**src/rtl/dice_roller.sv**
```systemverilog
`default_nettype none
// ============================================================================
// Module      : dice_roller
// Description : Turns a held "roll" level and a die-type selector into a
//               pseudo-random result 1..faces, shown as three BCD digits with
//               leading-zero blanking. The display animates while rolling and
//               freezes on release.
// Revision    : 1.0 - initial release
// ============================================================================
module dice_roller #(
    parameter int ANIM_DIV = 2500000
) (
    input  logic       clk,
    input  logic       reset,
    input  logic       roll,
    input  logic [2:0] sel,
    output logic [3:0] d0,
    output logic [3:0] d1,
    output logic [3:0] d2,
    output logic       en0,
    output logic       en1,
    output logic       en2,
    output logic       busy,
    output logic       done
);

    localparam int                  c_ANIM_W    = (ANIM_DIV > 1) ? $clog2(ANIM_DIV) : 1;
    localparam logic [c_ANIM_W-1:0] c_ANIM_LAST = c_ANIM_W'(ANIM_DIV - 1);
    localparam logic [c_ANIM_W-1:0] c_ANIM_ONE  = c_ANIM_W'(1);

    localparam logic [1:0] c_ST_IDLE = 2'd0;
    localparam logic [1:0] c_ST_ROLL = 2'd1;
    localparam logic [1:0] c_ST_SHOW = 2'd2;

    logic [1:0]          r_state;
    logic [1:0]          w_state_nxt;
    logic [6:0]          r_cnt;
    logic [6:0]          r_faces;
    logic [6:0]          r_value;
    logic [c_ANIM_W-1:0] r_anim;
    logic                r_frozen;

    logic [6:0]          w_faces_sel;
    logic [6:0]          w_faces_use;
    logic [6:0]          w_sample;
    logic                w_hund;
    logic [6:0]          w_rem;
    logic [3:0]          w_d0;
    logic [3:0]          w_d1;
    logic [3:0]          w_d2;
    logic                w_en0;
    logic                w_en1;
    logic                w_en2;
    logic                w_busy;

    // Die-type decode; code 7 falls back to a d6.
    always_comb begin
        w_faces_sel = 7'd6;
        case (sel)
            3'd0:    w_faces_sel = 7'd4;
            3'd1:    w_faces_sel = 7'd6;
            3'd2:    w_faces_sel = 7'd8;
            3'd3:    w_faces_sel = 7'd10;
            3'd4:    w_faces_sel = 7'd12;
            3'd5:    w_faces_sel = 7'd20;
            3'd6:    w_faces_sel = 7'd100;
            default: w_faces_sel = 7'd6;
        endcase
    end

    // The selector only steers the die outside a roll; during a roll the latched
    // face count is used. Using the live decode in IDLE/SHOW lets cnt snap back
    // to 1 on the very next edge after the die shrinks.
    assign w_faces_use = (r_state == c_ST_ROLL) ? r_faces : w_faces_sel;
    assign w_sample    = (r_cnt > w_faces_use) ? 7'd1 : r_cnt;

    // State register.
    always_ff @(posedge clk) begin
        if (reset) begin
            r_state <= c_ST_IDLE;
        end else begin
            r_state <= w_state_nxt;
        end
    end

    // Next-state logic: roll level moves into ROLL, release freezes into SHOW.
    always_comb begin
        w_state_nxt = r_state;
        case (r_state)
            c_ST_IDLE: if (roll)  w_state_nxt = c_ST_ROLL;
            c_ST_ROLL: if (!roll) w_state_nxt = c_ST_SHOW;
            c_ST_SHOW: if (roll)  w_state_nxt = c_ST_ROLL;
            default:              w_state_nxt = c_ST_IDLE;
        endcase
    end

    // Free-running counter, face latch, animation timer and result sampling.
    always_ff @(posedge clk) begin
        if (reset) begin
            r_cnt    <= 7'd1;
            r_faces  <= 7'd6;
            r_anim   <= '0;
            r_value  <= 7'd0;
            r_frozen <= 1'b0;
        end else begin
            r_cnt    <= (r_cnt >= w_faces_use) ? 7'd1 : r_cnt + 7'd1;
            r_faces  <= w_faces_use;
            r_frozen <= 1'b0;
            if (r_state != c_ST_ROLL && w_state_nxt == c_ST_ROLL) begin
                r_anim  <= '0;
                r_value <= w_sample;
            end else if (r_state == c_ST_ROLL && w_state_nxt == c_ST_ROLL) begin
                if (r_anim == c_ANIM_LAST) begin
                    r_anim  <= '0;
                    r_value <= w_sample;
                end else begin
                    r_anim <= r_anim + c_ANIM_ONE;
                end
            end else if (r_state == c_ST_ROLL && w_state_nxt == c_ST_SHOW) begin
                r_value  <= w_sample;
                r_frozen <= 1'b1;
            end
        end
    end

    // Output decode: BCD split of the value with leading-zero blanking.
    always_comb begin
        w_hund = (r_value >= 7'd100);
        w_rem  = w_hund ? (r_value - 7'd100) : r_value;
        w_d0   = 4'd0;
        w_d1   = 4'd0;
        w_d2   = 4'd0;
        w_en0  = 1'b0;
        w_en1  = 1'b0;
        w_en2  = 1'b0;
        w_busy = (r_state == c_ST_ROLL);
        if (r_state != c_ST_IDLE) begin
            w_d0  = 4'(w_rem % 7'd10);
            w_d1  = 4'(w_rem / 7'd10);
            w_d2  = {3'd0, w_hund};
            w_en0 = 1'b1;
            w_en1 = (r_value >= 7'd10);
            w_en2 = w_hund;
        end
    end

    // Output register; done follows the freeze edge by one cycle, so it can
    // never coincide with busy.
    always_ff @(posedge clk) begin
        if (reset) begin
            d0   <= 4'd0;
            d1   <= 4'd0;
            d2   <= 4'd0;
            en0  <= 1'b0;
            en1  <= 1'b0;
            en2  <= 1'b0;
            busy <= 1'b0;
            done <= 1'b0;
        end else begin
            d0   <= w_d0;
            d1   <= w_d1;
            d2   <= w_d2;
            en0  <= w_en0;
            en1  <= w_en1;
            en2  <= w_en2;
            busy <= w_busy;
            done <= r_frozen;
        end
    end

endmodule
`default_nettype wire

```
**config.mk**
```make
export PLATFORM = sky130hd
export DESIGN_NAME = dice_roller
export DESIGN_NICKNAME = d
export VERILOG_FILES = /design/src/rtl/dice_roller.sv
export SDC_FILE = /design/constraint.sdc
export NUM_CORES = 1
export LEC_CHECK = 0
export BUFFER_PORTS_ARGS = -buffer_cell sky130_fd_sc_hd__buf_2
export CAP_MARGIN = 15
export CORE_MARGIN = 2
export CORE_UTILIZATION = 63
export DETAILED_ROUTE_END_ITERATION = 10
export PLACE_DENSITY = 0.83
export REMOVE_ABC_BUFFERS = 1
export SETUP_SLACK_MARGIN = 0.5
export SYNTH_ARGS = -nofsm -noshare
export SYNTH_HDL_FRONTEND = slang
export SYNTH_SLANG_ARGS = --single-unit
```
**constraint.sdc**
```tcl
create_clock -name clk -period 5.3 [get_ports clk]
set_input_delay 0 -clock clk [delete_from_list [all_inputs] [get_ports clk]]
set_output_delay 0 -clock clk [all_outputs]
set_load 0.02 [all_outputs]
```
==> flow_metrics.env <==
export IMPL_numCtsBuffers=9
export IMPL_critical_path_cell_chain="inv_1 > ha_1 > and2_1 > a32oi_1 > a31oi_2 > xnor2_1 > ha_1 > a21boi_0 > a31oi_1 > a21bo_2 > mux2_4"
export IMPL_critical_path_required_ns=5.53
export IMPL_maxCapViolCount=0
export IMPL_global_route_wire_length_before_repair_mm=10.4
export IMPL_rows=25
export IMPL_initial_utilization_pct=65.0
export IMPL_final_tns_setup_ns=0
export IMPL_timing_final_crit_share_pct=58.2
export IMPL_grt_antenna_before_repair=0
export IMPL_critical_setup_path_kind="reg2reg"
export IMPL_timing_clock_skew_ns=0.00241
export IMPL_synth_edf_count=0
export IMPL_global_route_overflow_total=0
export IMPL_hold_viol=0
export IMPL_ant_nets=0
export IMPL_drt_pass1_iterations=4
export IMPL_launch_instance_of_the_worst_register_to_register_path="r_value[2]$_SDFFE_PP0P_"
export IMPL_tightestPinTransition_ns=0.991
export IMPL_netlist_area_leader_share_pct=38.7
export IMPL_end_kind="flop"
export IMPL_yosys_register_bits=59
export IMPL_rsz0062_at_grt="no"
export IMPL_async_flop_share_pct=0
export IMPL_die_w_um=73.6
export IMPL_post_synth_inst_count=360
export IMPL_worstSkewPairLatency_ns=0.33
export IMPL_dpl_worst_slack_ns=2.24
export IMPL_cp_max_fo=11
export IMPL_yosys_most_used_dff="sky130_fd_sc_hd__dfxtp_1"
export IMPL_synth_area_per_cell_sq_um=8.47
export IMPL_yosys_warnings=0
export IMPL_hold_path_startpoint="reset"
export IMPL_vias_per_cell=6.00
export IMPL_cts_reportedPaths_clkPinSlew_ns=0.06
export IMPL_detail_route_iter0_violations=216
export IMPL_power_density_cell_area_nw_per_um2=304
export IMPL_drt_wl_total_mm=6.24
export IMPL_timing_fmax_ghz=0.324
export IMPL_grt_start_max_net_pins=23
export IMPL_synth_yosys_seq_area_share_pct=38.7
export IMPL_cp_slowest_stage_delay_ns=0.51
export IMPL_yosys_cell_types_count=66
export IMPL_status="complete, no violations"
export IMPL_n_antenna_cell=0
export IMPL_slew_violations=0
export IMPL_layout_setup_ws_ns=2.21
export IMPL_route_detailed_drc=0
export IMPL_dp_cells=414
export IMPL_final_core_util_pct=70.1
export IMPL_synth_largest_area_cell="sky130_fd_sc_hd__dfxtp_1"
export IMPL_number_of_global_route_vias_before_repair=2354
export IMPL_slowest_cp_cell="sky130_fd_sc_hd__dfxtp_1"
export IMPL_routed_wire_length_per_instance_um=14.4
export IMPL_tritoncts_clock_tree="yes"
export IMPL_critPathArrivalTime_ns=3.31
export IMPL_grt_total_usage_pct=25.3
export IMPL_cts_root_to_sink_buffers=2
export IMPL_drive_above_1_share_pct=13.0
export IMPL_die_h_um=73.6
export IMPL_area_of_the_core_sq_um=4690
export IMPL_r2r_cells=11
export IMPL_num_vias=2592
export IMPL_final_nets=391
export IMPL_vdd_ir_drop_worst_uv=199
export IMPL_min_delay_path_class="in2reg"
export IMPL_worstSetupStartpointType="flop"
export IMPL_number_of_setup_buffers_added_after_cts=0
export IMPL_timing_critical_path_from="r_value[2]$_SDFFE_PP0P_"
export IMPL_gp_congestion=0.837
export IMPL_dieArea_sq_um=5410
export IMPL_min_delay_path_depth=2
export IMPL_cts_sink_count=59
export IMPL_total_leakage_power_nw=1.28
export IMPL_hpwl_mm=4.23
export IMPL_port_buffers=19
export IMPL_h_tree_lvl_count=3
export IMPL_clock_root_buffer="sky130_fd_sc_hd__clkbuf_8"
export IMPL_fin_crit_ns=3.09
export IMPL_synth_area_sq_um=3050
export IMPL_setup_viol=0
export IMPL_critPathMostFrequentCell="sky130_fd_sc_hd__ha_1"
export IMPL_layoutNonFillerInstCount=432
export IMPL_synth_area_leaders="sky130_fd_sc_hd__dfxtp_1, sky130_fd_sc_hd__nor2_1, sky130_fd_sc_hd__ha_1"
export IMPL_relative_slew_slack_pct=33.7
export IMPL_ios=23
export IMPL_syn2layout_area_growth_pct=7.84
-- critical path: cells and delay by family (launching register included) --
| kind | cells | cell delay [ns] |
|---|---|---|
| simple gates | 1 | 0.18 |
| flops | 1 | 0.51 |
| xor+xnor | 1 | 0.26 |
| compound gates | 5 | 0.98 |
| fa+ha+maj | 2 | 0.61 |
| buf+inv | 1 | 0.14 |
| mux | 1 | 0.29 |
-- sequential cells by signal (all words and copies together) (netlist names) --
| register | flops |
|---|---|
| r_anim | 22 |
| r_cnt | 7 |
| r_faces | 7 |
| r_value | 7 |
| d0 | 4 |
| d1 | 4 |
| r_state | 2 |
| busy | 1 |
| done | 1 |
| en0 | 1 |
| en1 | 1 |
| en2 | 1 |
| r_frozen | 1 |
-- synth_stat cells (4+ instances only) --
| library cell | number |
|---|---|
| sky130_fd_sc_hd__a21oi_1 | 27 |
| sky130_fd_sc_hd__a22o_1 | 6 |
| sky130_fd_sc_hd__and2_1 | 8 |
| sky130_fd_sc_hd__buf_4 | 6 |
| sky130_fd_sc_hd__clkbuf_1 | 7 |
| sky130_fd_sc_hd__o21ai_0 | 18 |
| sky130_fd_sc_hd__nor2_1 | 48 |
| sky130_fd_sc_hd__buf_2 | 5 |
| sky130_fd_sc_hd__nand3_1 | 10 |
| sky130_fd_sc_hd__nor3_1 | 7 |
| sky130_fd_sc_hd__nand4_1 | 8 |
| sky130_fd_sc_hd__dfxtp_1 | 59 |
| sky130_fd_sc_hd__ha_1 | 12 |
| sky130_fd_sc_hd__nor2b_1 | 7 |
| sky130_fd_sc_hd__nand2b_1 | 10 |
| sky130_fd_sc_hd__and3_1 | 5 |
| sky130_fd_sc_hd__a31oi_1 | 7 |
| sky130_fd_sc_hd__xnor2_1 | 5 |
| sky130_fd_sc_hd__inv_1 | 12 |
| sky130_fd_sc_hd__xor2_1 | 5 |
| sky130_fd_sc_hd__nand2_1 | 18 |
| sky130_fd_sc_hd__or2_2 | 4 |
-- kinds of logic (layout without fill, tap and decap cells) --
group           after synthesis  after routing  synth area share, %
xor+xnor                     10             10                 2.87
fa+ha+maj                    12             12                 4.92
mux                           4              4                 1.48
buf+inv                      33             49                 5.54
flops                        59             59                 38.7
compound gates               92             92                 20.1
simple gates                149            149                 26.2
other cells                   1              3                0.123
-- placed cells by master, fill, tap and decap left out, drive strengths merged, types with 4 or more instances in the layout --
cell type / Yosys / final
nand4: 9 / 9
dfxtp: 59 / 59
nor2: 48 / 48
a31oi: 8 / 8
a211oi: 4 / 4
nor2b: 7 / 7
or3: 4 / 4
a21oi: 28 / 28
nand2: 19 / 19
buf: 13 / 19
inv: 12 / 12
nand2b: 10 / 10
xnor2: 5 / 5
ha: 12 / 12
and2: 8 / 8
xor2: 5 / 5
nand3: 10 / 10
or2: 4 / 4
o21ai: 20 / 20
a22o: 6 / 6
and3: 5 / 5
nor3: 8 / 8
clkbuf: 8 / 14
-- power breakdown --
| part | leakage [nW] | switching [mW] | internal (mW) | total [mW] |
|---|---|---|---|---|
| registers | 0.478 | 0.0255 | 0.465 | 0.490 |
| clock network | 0.0905 | 0.164 | 0.194 | 0.358 |
| logic | 0.712 | 0.0867 | 0.0633 | 0.150 |
| total | 1.28 | 0.276 | 0.722 | 0.998 |
-- layer usage --
| layer | part of all wire (%) | wire (um) | global-route usage (%) |
|---|---|---|---|
| met1 | 45 | 2790 | 31.1 |
| met2 | 50 | 3100 | 41.9 |
| met3 | 3.2 | 200 | 3.84 |
| met4 | 2.4 | 148 | 14.5 |
| met5 | 0 | 0 | 0 |
-- per-stage QoR --
step	hold WS [ns]	power [mW]	cell area (sq um)
2_1_floorplan	0.0716	0.607	2930
3_3_place_gp	0.235	0.636	3100
3_5_place_dp	0.239	0.647	3100
4_1_cts	0.0205	1.00	3290
5_1_grt	0.0500	1.05	3290
6_report	0.0259	0.998	3290
-- repair_timing --
action                    CTS  global route
resized for setup           0             0
hold buffers                2             0
hold endpoints to repair    4             0
-- path summary, 6_finish.rpt --
check	endpoint	slack, ns
worst min register to register	done$_SDFF_PP0_	0.45
worst max-delay path	d0[1]$_SDFF_PP0_	2.21
worst max register to register	d0[1]$_SDFF_PP0_	2.21
worst min-delay path	r_faces[4]$_SDFF_PP0_	0.03
-- cell type report --
cell class / instances / area, sq um
clock buffer: 14 / 163
tap: 54 / 67.6
multi-input combinational: 270 / 1710
clock inverter: 2 / 10.0
timing repair buffer: 21 / 115
inverter: 12 / 45.0
fill: 368 / 1400
sequential: 59 / 1180
Note: power is estimated with default switching activity, not from simulation.
